==> src/rtl/dataacc_pkg.sv <==
// Shared register map, bit positions and scheduler state encoding for the
// accelerator-matrix port scheduler.
package dataacc_pkg;

  localparam logic [1:0] ADDR_DATA   = 2'd0;
  localparam logic [1:0] ADDR_STATUS = 2'd1;
  localparam logic [1:0] ADDR_CTRL   = 2'd2;
  localparam logic [1:0] ADDR_HOLD   = 2'd3;

  localparam int unsigned STAT_EMPTY_BIT = 0;
  localparam int unsigned STAT_FULL_BIT  = 1;
  localparam int unsigned STAT_OVF_BIT   = 2;
  localparam int unsigned STAT_TMO_BIT   = 3;
  localparam int unsigned STAT_BUSY_BIT  = 4;
  localparam int unsigned STAT_LEVEL_LSB = 8;

  localparam int unsigned CTRL_EN_BIT    = 0;
  localparam int unsigned CTRL_FLUSH_BIT = 1;

  localparam logic [1:0] IDLE    = 2'd0;
  localparam logic [1:0] PRESENT = 2'd1;
  localparam logic [1:0] GAP     = 2'd2;

endpackage

==> src/rtl/dataacc_fifo.sv <==
// Synchronous word FIFO with flush; a push while full is accepted only when
// a pop happens in the same cycle, otherwise it is dropped and flagged.
module dataacc_fifo #(
  parameter int unsigned DATA_W     = 20,
  parameter int unsigned FIFO_DEPTH = 8,
  localparam int unsigned ADDR_W    = $clog2(FIFO_DEPTH),
  localparam int unsigned LEVEL_W   = ADDR_W + 1
) (
  input  logic               clk,
  input  logic               reset,
  input  logic               push,
  input  logic [DATA_W-1:0]  wdata,
  input  logic               pop,
  input  logic               flush,
  output logic [DATA_W-1:0]  rdata,
  output logic               full,
  output logic               empty,
  output logic [LEVEL_W-1:0] level,
  output logic               overflow
);

  logic [DATA_W-1:0]  mem [FIFO_DEPTH];
  logic [ADDR_W-1:0]  wr_ptr_q, rd_ptr_q;
  logic [LEVEL_W-1:0] count_q;
  logic               do_push, do_pop;

  assign empty    = (count_q == '0);
  assign full     = (count_q == LEVEL_W'(FIFO_DEPTH));
  assign level    = count_q;
  assign rdata    = mem[rd_ptr_q];
  // Flush discards everything, including a push arriving in the same cycle.
  assign do_pop   = pop && !empty && !flush;
  assign do_push  = push && !flush && (!full || do_pop);
  assign overflow = push && !flush && full && !do_pop;

  always_ff @(posedge clk) begin
    if (reset || flush) begin
      wr_ptr_q <= '0;
      rd_ptr_q <= '0;
      count_q  <= '0;
    end else begin
      if (do_push) wr_ptr_q <= wr_ptr_q + 1'b1;
      if (do_pop)  rd_ptr_q <= rd_ptr_q + 1'b1;
      case ({do_push, do_pop})
        2'b10:   count_q <= count_q + 1'b1;
        2'b01:   count_q <= count_q - 1'b1;
        default: count_q <= count_q;
      endcase
    end
  end

  always_ff @(posedge clk) begin
    if (do_push) mem[wr_ptr_q] <= wdata;
  end

endmodule

==> src/rtl/dataacc_port_scheduler.sv <==
// Avalon-MM command queue feeding the accelerator matrix one word at a time
// with a programmable inter-word gap. Optional ack timeout: DATAACC_TIMEOUT_EN.
module dataacc_port_scheduler
  import dataacc_pkg::*;
#(
  parameter int unsigned DATA_W         = 20,
  parameter int unsigned FIFO_DEPTH     = 8,
  parameter int unsigned HOLD_W         = 16,
  parameter int unsigned TIMEOUT_CYCLES = 1024
) (
  input  logic              clk,
  input  logic              reset,
  input  logic [1:0]        address,
  input  logic              chipselect,
  input  logic              write_n,
  input  logic [31:0]       writedata,
  output logic [31:0]       readdata,
  output logic [DATA_W-1:0] out_port,
  output logic              out_valid,
  input  logic              out_ack
);

  localparam int unsigned LEVEL_W = $clog2(FIFO_DEPTH) + 1;

  logic wr_en, data_wr, status_wr, ctrl_wr, hold_wr, flush;

  assign wr_en     = chipselect && !write_n;
  assign data_wr   = wr_en && (address == ADDR_DATA);
  assign status_wr = wr_en && (address == ADDR_STATUS);
  assign ctrl_wr   = wr_en && (address == ADDR_CTRL);
  assign hold_wr   = wr_en && (address == ADDR_HOLD);
  assign flush     = ctrl_wr && writedata[CTRL_FLUSH_BIT];

  logic              push_q;
  logic [DATA_W-1:0] push_data_q;
  logic              enable_q, ovf_q;
  logic [HOLD_W-1:0] hold_q;
  logic [1:0]        state_q, state_d;
  logic [HOLD_W-1:0] gap_q, gap_d;
  logic [DATA_W-1:0] out_port_q;

  logic               fifo_pop, fifo_full, fifo_empty, fifo_overflow;
  logic [DATA_W-1:0]  fifo_rdata;
  logic [LEVEL_W-1:0] fifo_level;
  logic               tmo_hit, tmo_flag;
  logic [31:0]        status;

  // Bus writes are registered before entering the queue, so a DATA write
  // reaches the port two edges after it is sampled.
  dataacc_fifo #(
    .DATA_W    (DATA_W),
    .FIFO_DEPTH(FIFO_DEPTH)
  ) u_fifo (
    .clk     (clk),
    .reset   (reset),
    .push    (push_q),
    .wdata   (push_data_q),
    .pop     (fifo_pop),
    .flush   (flush),
    .rdata   (fifo_rdata),
    .full    (fifo_full),
    .empty   (fifo_empty),
    .level   (fifo_level),
    .overflow(fifo_overflow)
  );

`ifdef DATAACC_TIMEOUT_EN
  localparam int unsigned TMO_W = $clog2(TIMEOUT_CYCLES + 1);
  logic [TMO_W-1:0] tmo_cnt_q;
  logic             tmo_flag_q;

  assign tmo_hit  = (state_q == PRESENT) && !out_ack
                    && (tmo_cnt_q == TMO_W'(TIMEOUT_CYCLES - 1));
  assign tmo_flag = tmo_flag_q;

  always_ff @(posedge clk) begin
    if (reset || fifo_pop) tmo_cnt_q <= '0;
    else if (state_q == PRESENT) tmo_cnt_q <= tmo_cnt_q + 1'b1;
  end

  always_ff @(posedge clk) begin
    if (reset) tmo_flag_q <= 1'b0;
    else if (tmo_hit) tmo_flag_q <= 1'b1;
    else if (status_wr && writedata[STAT_TMO_BIT]) tmo_flag_q <= 1'b0;
  end
`else
  logic [31:0] unused_timeout_cfg;
  assign unused_timeout_cfg = 32'(TIMEOUT_CYCLES);
  assign tmo_hit  = 1'b0;
  assign tmo_flag = 1'b0;
`endif

  always_comb begin
    state_d  = state_q;
    gap_d    = gap_q;
    fifo_pop = 1'b0;
    if (flush) begin
      state_d = IDLE;
    end else begin
      case (state_q)
        IDLE: begin
          if (enable_q && !fifo_empty) begin
            fifo_pop = 1'b1;
            state_d  = PRESENT;
          end
        end
        PRESENT: begin
          if (out_ack) begin
            gap_d   = hold_q;
            state_d = (hold_q != '0) ? GAP : IDLE;
          end else if (tmo_hit) begin
            state_d = IDLE;
          end
        end
        GAP: begin
          if (gap_q <= HOLD_W'(1)) state_d = IDLE;
          else gap_d = gap_q - 1'b1;
        end
        default: state_d = IDLE;
      endcase
    end
  end

  always_ff @(posedge clk) begin
    if (reset) begin
      state_q     <= IDLE;
      gap_q       <= '0;
      out_port_q  <= '0;
      push_q      <= 1'b0;
      push_data_q <= '0;
      enable_q    <= 1'b0;
      hold_q      <= '0;
      ovf_q       <= 1'b0;
    end else begin
      state_q     <= state_d;
      gap_q       <= gap_d;
      push_q      <= data_wr;
      push_data_q <= writedata[DATA_W-1:0];
      if (fifo_pop) out_port_q <= fifo_rdata;
      if (ctrl_wr) enable_q <= writedata[CTRL_EN_BIT];
      if (hold_wr) hold_q <= writedata[HOLD_W-1:0];
      // A new overflow wins over a simultaneous software clear.
      if (fifo_overflow) ovf_q <= 1'b1;
      else if (status_wr && writedata[STAT_OVF_BIT]) ovf_q <= 1'b0;
    end
  end

  assign out_port  = out_port_q;
  assign out_valid = (state_q == PRESENT);

  always_comb begin
    status                          = '0;
    status[STAT_EMPTY_BIT]          = fifo_empty;
    status[STAT_FULL_BIT]           = fifo_full;
    status[STAT_OVF_BIT]            = ovf_q;
    status[STAT_TMO_BIT]            = tmo_flag;
    status[STAT_BUSY_BIT]           = (state_q != IDLE);
    status[STAT_LEVEL_LSB +: 8]     = 8'(fifo_level);
    case (address)
      ADDR_DATA:   readdata = 32'(out_port_q);
      ADDR_STATUS: readdata = status;
      ADDR_CTRL:   readdata = {31'b0, enable_q};
      default:     readdata = 32'(hold_q);
    endcase
  end

endmodule
==> config.mk <==
export PLATFORM = sky130hd
export DESIGN_NAME = dataacc_port_scheduler
export DESIGN_NICKNAME = d
export VERILOG_FILES = /design/src/rtl/dataacc_pkg.sv /design/src/rtl/dataacc_fifo.sv /design/src/rtl/dataacc_port_scheduler.sv
export SDC_FILE = /design/constraint.sdc
export NUM_CORES = 1
export LEC_CHECK = 0
export ABC_AREA = 1
export BUFFER_PORTS_ARGS = -buffer_cell sky130_fd_sc_hd__buf_2
export CORE_MARGIN = 2
export CORE_UTILIZATION = 55
export DETAILED_ROUTE_END_ITERATION = 7
export GPL_ROUTABILITY_DRIVEN = 0
export PLACE_DENSITY_LB_ADDON = 0.15
export SETUP_SLACK_MARGIN = 0.02
export SLEW_MARGIN = 40
export SYNTH_ARGS = -nofsm -noshare
export SYNTH_HDL_FRONTEND = slang
export SYNTH_HIERARCHICAL = 1
export SYNTH_SLANG_ARGS = --single-unit
==> constraint.sdc <==
create_clock -name clk -period 4.9 [get_ports clk]
set_clock_uncertainty 0.05 [all_clocks]
set_input_delay 0.735 -clock clk [delete_from_list [all_inputs] [get_ports clk]]
set_output_delay 0.735 -clock clk [all_outputs]
set_load 0.01 [all_outputs]
# Yosys cells after proc, flatten, opt, wreduce, memory -nomap -nowiden
# Memory sizes are Yosys's and may differ from the RTL's. A register that Yosys moved wholly into a read port is not among the register bits.
# Index checks and enable logic that the tools add are counted.
[word_totals]
ff_bits = 67
ramBits = 160
n_memories = 1
input_bits = 39
wordCells = 79
[classes]
addsub = 5
reduce_logical = 32
mux = 17
order_cmp = 1
eq_ne = 12
bitwise = 1
[mem_list]
columns = ["name", "depth", "word_bits", "read_ports", "rd_ports_with_merged_regs", "wr", "line_no", "rtl"]
rows = [
  ["u_fifo.mem", 8, 20, 1, 1, 1, "dataacc_fifo.sv:22", "logic [DATA_W-1:0] mem [FIFO_DEPTH];"],
]
[op_table]
columns = ["operator", "count"]
rows = [
  ["one-hot mux 20 bit (3 select lines)", 1],
  ["two-way mux 16 bit", 2],
  ["one-hot mux 16 bit (2 select lines)", 1],
  ["<= comparator 16 x 1 -> 1 bit, second input constant", 1],
  ["nonzero test 16 bit", 1],
  ["subtractor 16 x 1 -> 16 bit, second input constant", 1],
  ["logical AND 1 bit", 14],
  ["equality test 2 bit, second input constant", 4],
  ["two-way mux 2 bit", 4],
  ["one-hot mux 4 bit (2 select lines)", 1],
  ["nonzero test 2 bit", 4],
  ["two-way mux 1 bit", 7],
  ["adder 3 x 1 -> 3 bit, second input constant", 2],
  ["equality test 2 x 1 -> 1 bit, second input constant", 3],
  ["inequality test 2 bit, second input constant", 3],
  ["one-hot mux 2 bit (3 select lines)", 1],
  ["zero test 1 bit", 5],
  ["adder 4 x 1 -> 4 bit, second input constant", 1],
  ["equality test 4 bit, second input constant", 1],
  ["zero test 2 bit", 2],
  ["zero test 4 bit", 1],
  ["AND reduction 4 bit", 1],
  ["subtractor 4 x 1 -> 4 bit, second input constant", 1],
  ["AND reduction 3 bit", 1],
  ["4 further kinds", 5],
]

# Logic depth before layout (Yosys ltp)
[depth]
depth_word = 12
ltp_mapped = 21
ltp_nobuf = 20

# By module
# Netlist, hierarchy kept.
[by_module_without_submodules]
columns = ["mod", "cells_each", "n_inst", "area_each_um2"]
rows = [
  ["dataacc_fifo", 564, 1, 6900.4],
  ["dataacc_port_scheduler", 554, 1, 3692.3],
]

# Worst setup path after synthesis
# No wires, ideal clock.
[synth_path]
path_kind = "input to register"
startpoint = "input write_n"
endpoint = "memory u_fifo.mem[0][0] (enable)"
path_slack_ps = 1553
arrival_ps = 2900
stages = 15
cell_sequence = "inv_1 -> nand2_1 -> nor2_2 -> nand2_2 -> nand2_4 -> inv_4 -> buf_4 -> inv_1 -> nor2_4 -> nand2_4 -> nand2_2 -> nand2_4 -> inv_4 -> nand2_1 -> nor2_1"
[synth_between]
elab_chain_len = 11
elab_cells_between_ends = 13
[synth_rtl]
columns = ["element", "line_no", "rtl"]
rows = [
  ["from (decl)", "dataacc_port_scheduler.sv:15", "input logic write_n,"],
  ["zero test 1 bit", "dataacc_port_scheduler.sv:27", "assign wr_en = chipselect && !write_n;"],
  ["logical AND 1 bit", "dataacc_port_scheduler.sv:27", ""],
  ["logical AND 1 bit", "dataacc_port_scheduler.sv:30", "assign ctrl_wr = wr_en && (address == ADDR_CTRL);"],
  ["logical AND 1 bit", "dataacc_port_scheduler.sv:32", "assign flush = ctrl_wr && writedata[CTRL_FLUSH_BIT];"],
  ["two-way mux 1 bit", "dataacc_port_scheduler.sv:97", "if (flush) begin"],
  ["named net fifo_pop", "dataacc_port_scheduler.sv:42", "logic fifo_pop, fifo_full, fifo_empty, fifo_overflow;"],
  ["logical AND 1 bit (2 in a row)", "dataacc_fifo.sv:32", "assign do_pop = pop && !empty && !flush;"],
  ["logical OR 1 bit", "dataacc_fifo.sv:33", "assign do_push = push && !flush && (!full || do_pop);"],
  ["logical AND 1 bit", "dataacc_fifo.sv:33", ""],
  ["two-way mux 1 bit", "dataacc_fifo.sv:53", "if (do_push) mem[wr_ptr_q] <= wdata;"],
  ["two-way mux 1 bit (not written as such)", "dataacc_fifo.sv:53", ""],
  ["to (decl)", "dataacc_fifo.sv:22", ""],
]
# The timed path passes the listed nets, and every way through them passes these cells.

# Final worst setup path
[layout_path]
startpoint = "register u_fifo.count_q[1] (netlist: u_fifo/level[1])"
endpoint = "memory u_fifo.mem[1][8] (enable)"
[layout_between]
elab_chain_len = 12
elab_cells_between_ends = 14
[layout_rtl]
columns = ["element", "line_no", "rtl"]
rows = [
  ["from (decl)", "dataacc_fifo.sv:24", "logic [LEVEL_W-1:0] count_q;"],
  ["from (signal assigned)", "dataacc_fifo.sv:45", "2'b10: count_q <= count_q + 1'b1;"],
  ["from (signal assigned)", "dataacc_fifo.sv:46", "2'b01: count_q <= count_q - 1'b1;"],
  ["from (signal assigned)", "dataacc_fifo.sv:47", "default: count_q <= count_q;"],
  ["zero test 4 bit (*)", "dataacc_fifo.sv:27", "assign empty = (count_q == '0);"],
  ["named net fifo_empty", "dataacc_port_scheduler.sv:42", ""],
  ["zero test 1 bit (*)", "dataacc_fifo.sv:32, dataacc_port_scheduler.sv:102", ""],
  ["logical AND 1 bit", "dataacc_port_scheduler.sv:102", "if (enable_q && !fifo_empty) begin"],
  ["two-way mux 1 bit", "dataacc_port_scheduler.sv:102", ""],
  ["two-way mux 1 bit", "dataacc_port_scheduler.sv:100", "case (state_q)"],
  ["two-way mux 1 bit", "dataacc_port_scheduler.sv:97", ""],
  ["logical AND 1 bit (*) (2 in a row)", "dataacc_fifo.sv:32", ""],
  ["logical OR 1 bit (*)", "dataacc_fifo.sv:33", ""],
  ["logical AND 1 bit (*)", "dataacc_fifo.sv:33", ""],
  ["two-way mux 1 bit (*)", "dataacc_fifo.sv:53", ""],
  ["two-way mux 1 bit (not written as such) (*)", "dataacc_fifo.sv:53", ""],
]
# The timed path passes the listed nets; every way through them passes the cells marked *.

==> summary.md <==
| Metric | Value |
|---|---|
| CTS Buf Count | `26` |
| DIE AREA | `20,400 um2` |
| Slew HR | `54.3%` |
| Post-route DRC | `0` |
| Share of post-route cells with drive strength above 1 | `13.4%` |
| Final core utilization | `63.4%` |
| Detailed Routing Iterations Pass 1 | `5` |
| DR iter-0 viols | `465` |
| Cells after Synth | `1,118` |
| Pwr/cell area | `355 nW/um2` |
| Synthesis-stage register bit count | `250` |
| RSZ-0062 raised after global routing | `no` |
| Chip width | `143 um` |
| Clk_lat worst skew | `0.53 ns` |
| Fillers | `1,527` |
| Vias in the first global route | `7,142` |
| Worst-path clk slew | `0.06 ns` |
| Gr usage total | `23.7%` |
| Sink Count | `250` |
| DRT met1 WL | `10,700 um` |
| Post-CTS Repair Setup Buffers | `0` |
| Min-Delay Startpoint | `writedata[19]` |
| Initial core utilization | `56.3%` |
| Critical Path Start Type | `flop` |
| YS warnings | `6` |
| Number of hold buffers added after CTS | `0` |
| Setup CP Type | `reg2reg` |
| Io pins | `92` |
| Final ANT Viol Nets | `0` |
| Setup crit end kind | `flop` |
| Antenna violations before repair | `0` |
| Met2 WL | `11,100 um` |
| Area growth from synthesis to layout | `12.7%` |
| First-pass GRT wire length | `37,300 um` |
| H-tree lvl count | `1` |
| Vias post-DR | `7,730` |
| Post-layout min period | `3.54 ns` |
| Final cell count without fillers | `1,459` |
| Worst Setup SP | `u_fifo/level[1]` |
| Final setup fails | `0` |
| Register area share after synthesis | `62.4%` |
| Root Buffer | `clkbuf_16` |
| Grt total ovfl | `0` |
| Final Hold Viols | `0` |
| Hold WC Path Type | `in2reg` |
| Count of cell types in the netlist | `40` |
| VDD IR max | `0.000320 V` |
| Top layer in use | `met4` |
| Routed length per instance | `16.4 um` |
| Status | `complete, no violations` |
| WP data required | `5.05 ns` |
| Least-Margin Pin Slew | `0.684 ns` |
| Largest net degree at the start of global routing | `58` |
| Sum of negative setup slack | `0 ns` |
| Die height | `143 um` |
| Max Cap Viol | `0` |
| # diodes | `0` |
| Worst reg2reg path startpoint | `u_fifo/level[1]` |
| Total wire length | `23,900 um` |
| Final Net Count | `1,223` |
| Core area | `18,800 um2` |
| Post-Place Cells | `1,411` |
| CTS max path bufs | `3` |
| Period utilization | `72.3%` |
| DPL Wire Length | `15,200 um` |
| Post-synthesis area per instance | `9.47 um2` |
| Number of gates resized after cts | `0` |
| Largest fanout on the critical path | `25` |
| Cell area after synthesis | `10,600 um2` |
| I/O Buffers | `67` |
| Detailed-route vias per instance | `5.30` |
| CP arrival | `3.69 ns` |
| Wire length on met3 | `1410 um` |
| Fmax | `282 MHz` |
| Leakage | `0.00479 uW` |
| Slew Viols, Final | `0` |
| CTS tree | `done` |
| Std-Cell Rows | `50` |
==> layer usage <==
layer / global-route usage, % / up-vias
li1: - / 3848
met1: 33.0 / 3630
met2: 38.9 / 210
met3: 3.89 / 42
met4: 6.93 / 0
met5: 0 / -
==> final timing paths <==
check                      to  slack [ns]  depth (start not counted)
max          u_fifo/mem[1][8]        1.36                         17
min           push_data_q[19]        0.37                          3
max reg2reg  u_fifo/mem[1][8]        1.36                         17
min reg2reg      out_port[19]        0.43                          2
==> metrics by stage <==
stage / total power, uW / area, um2 / setup slack [ns] / hold slack (ns)
floorplan: 2390 / 10600 / 1.55 / 0.383
global placement: 2430 / 11100 / 1.05 / 0.409
detailed placement: 2430 / 11100 / 0.975 / 0.411
CTS: 4260 / 11900 / 1.35 / 0.361
global route: 4350 / 11900 / 1.08 / 0.364
finish: 4230 / 11900 / 1.36 / 0.373
==> kinds of logic (layout without fill, tap and decap cells) <==
logic type | Yosys count | in the layout | share of synthesized area (%)
flip-flops | 250 | 250 | 62.4
other | 1 | 12 | 0.0354
XOR/XNOR | 3 | 3 | 0.248
AND/OR/NAND/NOR | 470 | 470 | 18.6
buffers and inverters | 160 | 230 | 6.56
AO/OA/AOI/OAI | 229 | 229 | 11.6
adder cells (fa/ha/maj) | 5 | 5 | 0.591
==> flip-flops by register name, indices dropped and copies added (netlist names), named ones only <==
signal           flops
gap_q               16
u_fifo/mem         160
u_fifo/rd_ptr_q      3
ovf_q                1
push_data_q         20
state_q              2
u_fifo/level         4
enable_q             1
out_port            20
u_fifo/wr_ptr_q      3
hold_q              16
push_q               1
==> cell usage after synthesis, drive strengths merged <==
master,n,share of area (%)
a21o,1,0.071
nand2,150,6.0
clkinv,1,0.035
o2111ai,1,0.083
nand3,26,1.3
nor4,1,0.20
o21bai,1,0.071
nand4,7,0.47
and2,1,0.059
clkbuf,35,1.3
nand3b,3,0.21
xor2,3,0.25
edfxtp,160,45
o31ai,1,0.071
a21oi,37,1.8
o22ai,20,1.2
a31oi,20,1.2
buf,28,1.8
o21ai,140,6.6
o211ai,8,0.57
ha,5,0.59
nor2,279,10
dfxtp,90,17
nor3,3,0.14
inv,96,3.4
conb,1,0.035
==> critical path, cell delays in order (launching register included) <==
cell	delay, ns
dfxtp_1	0.50
nor2_2	0.10
nand2_4	0.11
inv_1	0.09
inv_1	0.06
nand2_1	0.07
nor2_2	0.18
nand2_4	0.20
inv_4	0.25
inv_1	0.10
nor2_4	0.19
nand2_4	0.10
nand2_2	0.10
nand2_4	0.07
nor2_1	0.09
inv_1	0.11
nor2_2	0.48
buf_4	0.35
==> placed cells by master (no fill, tap or decap), types with 4 or more instances in the layout <==
master     count
edfxtp_1     160
nor2_1       262
nand4_1        6
o21ai_0      130
buf_4         18
o21ai_1       10
clkbuf_1      10
nand3_1       25
nand2_1      137
a21oi_1       36
nand2_2        6
clkinv_1       4
nand2_4        7
dfxtp_1       89
clkbuf_16     26
o22ai_1       20
o211ai_1       8
ha_1           5
nor2_2        14
buf_2         67
conb_1        12
inv_1         90
a31oi_1       20
==> final cells by class <==
class / instances / area [um2] / area share [%]
inverters: 97 / 372 / 3.11
flip-flops and latches: 250 / 6610 / 55.4
well taps: 260 / 325 / 2.73
multi-input cells: 719 / 3360 / 28.1
clock inverters: 11 / 100 / 0.839
clock buffers: 37 / 702 / 5.88
repair buffers: 85 / 470 / 3.94
==> report_power, final <==
group / total, uW / internal, uW / switching [uW]
logic: 109 / 34.5 / 75.0
registers: 2280 / 2260 / 24.9
clock network: 1840 / 1060 / 788
(Power assumes the default switching activity.)
